### config.mk
export PLATFORM = sky130hd
export DESIGN_NAME = mem_stage
export DESIGN_NICKNAME = d
export VERILOG_FILES = /design/src/rtl/mem_stage_pkg.sv /design/src/rtl/mem_align.sv /design/src/rtl/mem_stage.sv
export SDC_FILE = /design/constraint.sdc
export NUM_CORES = 1
export LEC_CHECK = 0
export CAP_MARGIN = 10
export CORE_AREA = 4 4 260 262
export CTS_CLUSTER_DIAMETER = 40
export DETAILED_ROUTE_END_ITERATION = 8
export DIE_AREA = 0 0 264 266
export PLACE_DENSITY_LB_ADDON = 0.08
export SLEW_MARGIN = 20
export SYNTH_ARGS = -nofsm -noshare
export SYNTH_HDL_FRONTEND = slang
export SYNTH_SLANG_ARGS = --single-unit
### constraint.sdc
create_clock -name clk -period 23.9 [get_ports clk]
set_input_delay 2.39 -clock clk [delete_from_list [all_inputs] [get_ports clk]]
set_output_delay 2.39 -clock clk [all_outputs]
set_load 0.01 [all_outputs]
### src/rtl/mem_stage_pkg.sv
// Shared RV32I types for the memory-access stage.
//   rv32i_opcode       : base opcode encodings
//   rv32i_control_word : control bundle carried down the pipeline registers
//   packed_imm         : all immediate formats produced by decode
//   mem_stage_state_t  : memory-stage handshake FSM states
//   F3_*               : load/store width selectors carried in funct3
package mem_stage_pkg;

    typedef enum logic [6:0] {
        OP_LUI   = 7'b0110111,
        OP_AUIPC = 7'b0010111,
        OP_JAL   = 7'b1101111,
        OP_JALR  = 7'b1100111,
        OP_BR    = 7'b1100011,
        OP_LOAD  = 7'b0000011,
        OP_STORE = 7'b0100011,
        OP_IMM   = 7'b0010011,
        OP_REG   = 7'b0110011,
        OP_CSR   = 7'b1110011
    } rv32i_opcode;

    typedef struct packed {
        rv32i_opcode opcode;
        logic [2:0]  funct3;
        logic [6:0]  funct7;
        logic        mem_read;
        logic        mem_write;
        logic        load_regfile;
        logic [4:0]  rd;
    } rv32i_control_word;

    typedef struct packed {
        logic [31:0] i_imm;
        logic [31:0] s_imm;
        logic [31:0] b_imm;
        logic [31:0] u_imm;
        logic [31:0] j_imm;
    } packed_imm;

    typedef enum logic [1:0] {
        IDLE = 2'd0,
        REQ  = 2'd1,
        DONE = 2'd2
    } mem_stage_state_t;

    localparam logic [2:0] F3_LB  = 3'b000;
    localparam logic [2:0] F3_LH  = 3'b001;
    localparam logic [2:0] F3_LW  = 3'b010;
    localparam logic [2:0] F3_LBU = 3'b100;
    localparam logic [2:0] F3_LHU = 3'b101;
    localparam logic [2:0] F3_SB  = 3'b000;
    localparam logic [2:0] F3_SH  = 3'b001;
    localparam logic [2:0] F3_SW  = 3'b010;

endpackage

### src/rtl/mem_align.sv
// Combinational data-lane alignment for the memory stage.
//   funct3      : access width / signedness
//   offset      : byte offset within the word (address bits [1:0])
//   store_data  : unshifted rs2 value
//   load_word   : full word returned by data memory
//   wdata       : store data shifted onto its byte lanes
//   byte_enable : store byte mask (caller gates it off for loads)
//   load_data   : selected, sign/zero-extended load result
module mem_align
    import mem_stage_pkg::*;
(
    input  logic [2:0]  funct3,
    input  logic [1:0]  offset,
    input  logic [31:0] store_data,
    input  logic [31:0] load_word,
    output logic [31:0] wdata,
    output logic [3:0]  byte_enable,
    output logic [31:0] load_data
);

    logic [7:0]  sel_byte;
    logic [15:0] sel_half;

    // Misaligned halfword/word accesses silently drop the low offset bits.
    always_comb begin
        wdata       = store_data;
        byte_enable = 4'b1111;
        case (funct3)
            F3_SB: begin
                byte_enable = 4'b0001 << offset;
                wdata       = store_data << {offset, 3'b000};
            end
            F3_SH: begin
                byte_enable = 4'b0011 << {offset[1], 1'b0};
                wdata       = store_data << {offset[1], 4'b0000};
            end
            default: begin
                wdata       = store_data;
                byte_enable = 4'b1111;
            end
        endcase
    end

    always_comb begin
        sel_byte  = load_word[{offset, 3'b000} +: 8];
        sel_half  = load_word[{offset[1], 4'b0000} +: 16];
        load_data = load_word;
        case (funct3)
            F3_LB:   load_data = {{24{sel_byte[7]}}, sel_byte};
            F3_LBU:  load_data = {24'h000000, sel_byte};
            F3_LH:   load_data = {{16{sel_half[15]}}, sel_half};
            F3_LHU:  load_data = {16'h0000, sel_half};
            default: load_data = load_word;
        endcase
    end

endmodule

### src/rtl/mem_stage.sv
// Memory-access stage and MEM/WB pipeline register of the RV32I core.
//   clk, rst            : clock, asynchronous active-high reset
//   load                : global advance enable from the hazard unit
//   control_word_in ... : EX/MEM register outputs
//   dmem_*              : data memory request/response port
//   stall_out           : freezes upstream stages while an access is outstanding
//   *_out               : MEM/WB register contents
//   debug_state         : current handshake FSM state
//
// Handshake: a request (dmem_read or dmem_write) is raised from registered
// copies of the op and held, with address, data and byte enables stable,
// until the cycle dmem_resp is seen high; it drops on the following edge.
// dmem_resp outside REQ is ignored.
module mem_stage
    import mem_stage_pkg::*;
(
    input  logic              clk,
    input  logic              rst,
    input  logic              load,
    input  rv32i_control_word control_word_in,
    input  logic [31:0]       alu_in,
    input  logic [31:0]       mar_in,
    input  logic [31:0]       mem_wdata_in,
    input  logic              br_en_in,
    input  packed_imm         imm_in,
    input  logic              dmem_resp,
    input  logic [31:0]       dmem_rdata,
    output logic              dmem_read,
    output logic              dmem_write,
    output logic [31:0]       dmem_address,
    output logic [31:0]       dmem_wdata,
    output logic [3:0]        dmem_byte_enable,
    output logic              stall_out,
    output rv32i_control_word control_word_out,
    output logic [31:0]       alu_out,
    output logic [31:0]       mar_out,
    output logic [31:0]       mdr_out,
    output logic              br_en_out,
    output packed_imm         imm_out,
    output mem_stage_state_t  debug_state
);

    mem_stage_state_t state, state_next;

    logic        mem_op;
    logic        launch;
    logic        resp_seen;
    logic        wb_load;
    logic [31:0] rdata_q;
    logic [31:0] load_word;
    logic [31:0] align_wdata;
    logic [3:0]  align_be;
    logic [31:0] align_load;

    assign mem_op    = control_word_in.mem_read | control_word_in.mem_write;
    assign launch    = (state == IDLE) && mem_op;
    assign resp_seen = (state == REQ) && dmem_resp;
    assign wb_load   = load && !stall_out;

    // Same-cycle response uses the bus directly; once parked in DONE the
    // bus may change, so the latched copy is used instead.
    assign load_word   = (state == DONE) ? rdata_q : dmem_rdata;
    assign debug_state = state;

    mem_align u_align (
        .funct3      (control_word_in.funct3),
        .offset      (mar_in[1:0]),
        .store_data  (mem_wdata_in),
        .load_word   (load_word),
        .wdata       (align_wdata),
        .byte_enable (align_be),
        .load_data   (align_load)
    );

    always_ff @(posedge clk or posedge rst) begin
        if (rst) begin
            state <= IDLE;
        end else begin
            state <= state_next;
        end
    end

    always_comb begin
        state_next = state;
        stall_out  = 1'b0;
        case (state)
            IDLE: begin
                if (mem_op) begin
                    state_next = REQ;
                    stall_out  = 1'b1;
                end
            end
            REQ: begin
                if (dmem_resp) begin
                    state_next = load ? IDLE : DONE;
                end else begin
                    stall_out = 1'b1;
                end
            end
            DONE: begin
                if (load) begin
                    state_next = IDLE;
                end
            end
            default: state_next = IDLE;
        endcase
    end

    // Request registers: captured on entry to REQ, request strobes and byte
    // enables cleared on the edge after the response.
    always_ff @(posedge clk or posedge rst) begin
        if (rst) begin
            dmem_read        <= 1'b0;
            dmem_write       <= 1'b0;
            dmem_address     <= 32'h0;
            dmem_wdata       <= 32'h0;
            dmem_byte_enable <= 4'h0;
        end else if (launch) begin
            dmem_read        <= control_word_in.mem_read;
            dmem_write       <= control_word_in.mem_write;
            dmem_address     <= {mar_in[31:2], 2'b00};
            dmem_wdata       <= align_wdata;
            dmem_byte_enable <= control_word_in.mem_write ? align_be : 4'h0;
        end else if (resp_seen) begin
            dmem_read        <= 1'b0;
            dmem_write       <= 1'b0;
            dmem_byte_enable <= 4'h0;
        end
    end

    always_ff @(posedge clk or posedge rst) begin
        if (rst) begin
            rdata_q <= 32'h0;
        end else if (resp_seen) begin
            rdata_q <= dmem_rdata;
        end
    end

    // MEM/WB pipeline register.
    always_ff @(posedge clk or posedge rst) begin
        if (rst) begin
            control_word_out <= '0;
            alu_out          <= 32'h0;
            mar_out          <= 32'h0;
            mdr_out          <= 32'h0;
            br_en_out        <= 1'b0;
            imm_out          <= '0;
        end else if (wb_load) begin
            control_word_out <= control_word_in;
            alu_out          <= alu_in;
            mar_out          <= mar_in;
            mdr_out          <= align_load;
            br_en_out        <= br_en_in;
            imm_out          <= imm_in;
        end
    end

endmodule

* Yosys cells after proc, flatten, opt, wreduce, memory -nomap -nowiden
Cells that the tools add are included.
Word-level totals: output and inout port bits 355, input port bits 318, logic and storage cells 64, bits in registers 384
Operators by class: equal/unequal tests 8, multiplexer cells 18, shifts and indexed selects 6, bitwise logic cells 1, reductions and logical operators 8
Operator list (count):
- 32-bit case mux with 4 select lines | 1
- 32-bit case mux with 2 select lines | 1
- 32-bit by 5-bit left shift with 32-bit output | 2
- 32-bit 2-to-1 mux | 1
- 32-bit by 6-bit variable part select with 16-bit output | 1
- 32-bit by 6-bit variable part select with 8-bit output | 1
- 4-bit 2-to-1 mux | 3
- 2-bit 2-to-1 mux | 4
- 4-bit case mux with 2 select lines | 1
- 3-bit == test (second input constant) | 2
- 2-bit inequality test (second input constant) | 3
- 2-bit case mux with 3 select lines | 1
- 1-bit 2-to-1 mux | 5
- 1-bit by 2-bit left shift with 4-bit output (first input constant) | 1
- 2-bit by 2-bit left shift with 4-bit output (first input constant) | 1
- 3-bit by 1-bit == test with 1-bit output (second input constant) | 1
- 1-bit logical AND | 3
- 3-bit zero test | 1
- 3-bit AND reduction | 1
- 2-bit by 1-bit == test with 1-bit output (second input constant) | 1
- 2-bit == test (second input constant) | 1
- 2-bit zero test | 1
- 1-bit case mux with 2 select lines | 1
- 2-bit nonzero test | 1
- 2 further kinds | 2

* Logic depth before layout (Yosys ltp)
depth after elaboration 5, mapped depth 8

* Modules after synthesis
From an unflattened synthesis, not the netlist that was laid out.
Unflattened totals: cells, all modules 1074, area, all modules 17399.2 um2
By module, submodules not included:
- mem_stage | cells an instance 860, area an instance 16105.4 um2, times used 1
- mem_align | cells an instance 214, area an instance 1293.7 um2, times used 1

* Worst setup path after synthesis
No wires, ideal clock.
kind in2out, start input port control_word_in[6] (netlist bit), end output port stall_out, required time 21510 ps, stages 3, slack 18671 ps, arrival 2839 ps, path through buf_2 nor3_4 nor2_1
Between the ends: cells in the longest elaborated chain, start to end 3
Ends and longest elaborated chain:
- start: declaration | RTL line mem_stage.sv:20 | input rv32i_control_word control_word_in,
- 1-bit OR | RTL line mem_stage.sv:55 | assign mem_op = control_word_in.mem_read | control_word_in.mem_write;
- 1-bit 2-to-1 mux | RTL line mem_stage.sv:88 | if (mem_op) begin
- 1-bit case mux with 2 select lines | RTL line mem_stage.sv:86 | case (state)
- end: declaration | RTL line mem_stage.sv:33 | output logic stall_out,
Every way passes these cells.

* Worst setup path in the final report
Ends and elaborated chain as after synthesis.

==> impl_metrics.yaml <==
sta:
  slew_headroom_pct: 26.2
  timing.fmax_mhz: 150
  post-route-period-util_pct: 28.0
  setup_tns_ps: 0
  slew_violations: 0
  tightest_slew_ps: 1110
  period_needed_ps: 6680
  timing.final.ws_setup_ps: 17220
  finalSetupViolations: 0
  fin_skew_ps: 15.0
  hold_violations: 0
  rsz0062_at_grt: "false"
setup_path:
  cp.required_ps: 21510
  cp.arrival_ps: 4290
  timing.rr.start: "debug_state[0]"
  crit_path_end_kind: "primary output"
  cp_cell_sequence: "clkdlybuf4s50_1 > nor3_4 > nor2_1 > clkdlybuf4s50_1"
  max_stage_delay_ps: 810
  path_max_fanout: 9
  path_class: "in -> out"
  crit_path_top_delay_cell: "clkdlybuf4s50_1"
  worstRegToRegCells: 6
  crit_path_start_kind: "input port"
  crit_buf_inv: 2
  r2r-end: "mdr_out[9]"
  cp_common_cell: "clkdlybuf4s50_1"
  r2r_setup_slack_ps: 20320
  crit_family: "buffers and inverters"
global_route:
  grt_overflow: 0
  first_global_vias: 14900
  grt.total_usage_pct: 18.8
  grt_antenna_before_repair: 12
  grt_start_max_net_pins: 148
  grt_pass1_wl_mm: 101
finish:
  final_common_cell: "nand2_1"
  drive_gt1_share_pct: 9.59
  fin_area_um2: 26500
  fillers: 6474
  syn2layout_area_growth_pct: 64.7
  fin_nets: 2691
  final_cell_mix: "nand2_1, clkdlybuf4s50_1, dfrtp_1"
  fin_cells: 3313
power:
  p_per_area_nw_per_um2: 122
  ir_drop_v: 0.0000537
  p_total_mw: 3.24
  leakage_nw: 12.2
route:
  viasPerCell: 4.39
  drt_iter0_drc: 794
  route.detailed.drc: 0
  dr.pass1.iters: 6
  wl_per_cell_um: 20.6
  num_vias: 14500
  routed_wl_mm: 68.2
  ant_nets: 0
clocking:
  worstSkewPairLatency_ps: 590
  holdBufCountCts: 0
  clk_path_buf_depth: 3
  numCtsBuffers: 84
  cts_tree: "yes"
  ctsRootBufferMaster: "clkbuf_16"
  path_clk_slew_ps: 40
  cts_sinks: 384
  cts_max_level: 3
  cts_setup_buffers: 0
  cts_resized: 0
synthesis:
  synth_area_um2: 16100
  synth_edf_count: 0
  synthFlopType: "dfrtp_1"
  ys.warnings.count: 0
  synthDominantCellAreaShare_pct: 59.7
  ys_seq_area_share_pct: 59.7
  syn_avg_cell_area_um2: 9.43
  async_reset_ff_share_pct: 100
  yosys.area.top_type: "dfrtp_1"
  ys_ff_latch: 384
  syn_inst: 1708
  ys_types: 58
  netlist_top_cells_area: "dfrtp_1, nand2_1, mux2_2"
outcome:
  status: "complete, no violations"
placed_design:
  dp.cells: 3150
  port_buffers: 670
  pre_cts_slack_ps: 17210
  post_dp_cell_area_um2: 23500
  place.gp.congestion: 0.813
  dp_hpwl_mm: 48.6
min_path:
  hold_end: "dmem_address[9]"
  min-delay-start: "dmem_address[9]"
  hold_path_depth: 2
  min_path_type: "reg -> reg"
floorplan:
  chipHeight_um: 266
  initial_core_util_pct: 24.6
  dieArea_um2: 70200
  ioPinCount: 673
  die_width_um: 264
  coreArea_um2: 65400
  rows: 94
job:
  maxCapViolations: 0
-- Yosys cell counts (9+ instances only) --
master    count
nor2_1       33
nor3_1       15
nand2_1     887
mux2i_1      11
a21oi_1      15
o21ai_0      20
clkbuf_1     26
and3_1        9
mux2_2       49
a32o_1       10
dfrtp_1     384
a22o_1       18
buf_2        69
a31oi_1      27
o21ai_1      18
-- where the power goes --
part	switching (mW)	leakage, nW	total, mW	internal [mW]
combinational	0.494	6.10	1.02	0.529
sequential	0.126	4.70	1.01	0.881
clock	0.386	1.42	1.21	0.823
-- cell type report --
| type | count | area [µm²] | share of cell area [%] |
|---|---|---|---|
| multi-input combinational | 1211 | 5940 | 22.4 |
| clock buffer | 106 | 2340 | 8.81 |
| inverter | 6 | 30.0 | 0.113 |
| sequential | 384 | 9610 | 36.2 |
| timing repair buffer | 686 | 6870 | 25.9 |
| tap | 864 | 1080 | 4.07 |
| clock inverter | 48 | 641 | 2.41 |
| antenna | 8 | 20.0 | 0.0755 |
-- kinds of logic (layout without fill, tap and decap cells) --
| group | count (synthesis) | after routing | share of synthesized area [%] |
|---|---|---|---|
| muxes | 68 | 68 | 5.23 |
| buffers and inverters | 114 | 846 | 3.61 |
| AOI/OAI and AO/OA | 173 | 173 | 7.74 |
| other | 1 | 10 | 0.0233 |
| and+or+nand+nor | 968 | 968 | 23.7 |
| DFF | 384 | 384 | 59.7 |
-- state kept, by name, summed over array words and instances (netlist names) --
signal and flops:
imm_out 160, dmem_wdata 32, alu_out 32, br_en_out 1
mar_out 32, rdata_q 32, control_word_out 25, dmem_write 1
dmem_byte_enable 4, dmem_read 1, dmem_address 30, mdr_out 32
debug_state 2
-- worst register-to-register path, cell delays in order (launching register included) --
cell and delay, ps:
dfrtp_1 540, nor3_4 400, o21a_4 560, buf_4 630, buf_4 900, o21ai_0 240
a22oi_1 230
-- stage by stage --
| step | hold WS (ps) | util (%) |
|---|---|---|
| 2_1_floorplan | 471 | - |
| 3_3_place_gp | 457 | 35.9 |
| 3_5_place_dp | 461 | 35.9 |
| 4_1_cts | 472 | 40.5 |
| 5_1_grt | 486 | 40.6 |
| 6_report | 466 | 40.6 |
-- layer usage --
metal  vias to the layer above  share of wire (%)  wire (µm)  global-route usage, %
met5                         -              0.084         57                      0
met4                         8                3.8       2590                   7.47
met3                       109                8.2       5580                   6.93
met2                       532                 48      32900                   31.0
met1                      6955                 40      27100                   22.4
li1                       6925                  -          -                      -
-- worst max-delay path by stage --
stage | cells after the start | startpoint | slack [ps] | endpoint
final | 4 | control_word_in[6] | 17220 | stall_out
after global routing | 4 | control_word_in[6] | 17120 | stall_out
after CTS | 4 | control_word_in[6] | 17190 | stall_out
after detailed placement | 4 | control_word_in[6] | 17210 | stall_out
after global placement | 4 | control_word_in[6] | 17180 | stall_out
after floorplan | 1 | rst | 10840 | alu_out[0]
Note: power is estimated with default switching activity, not from simulation.
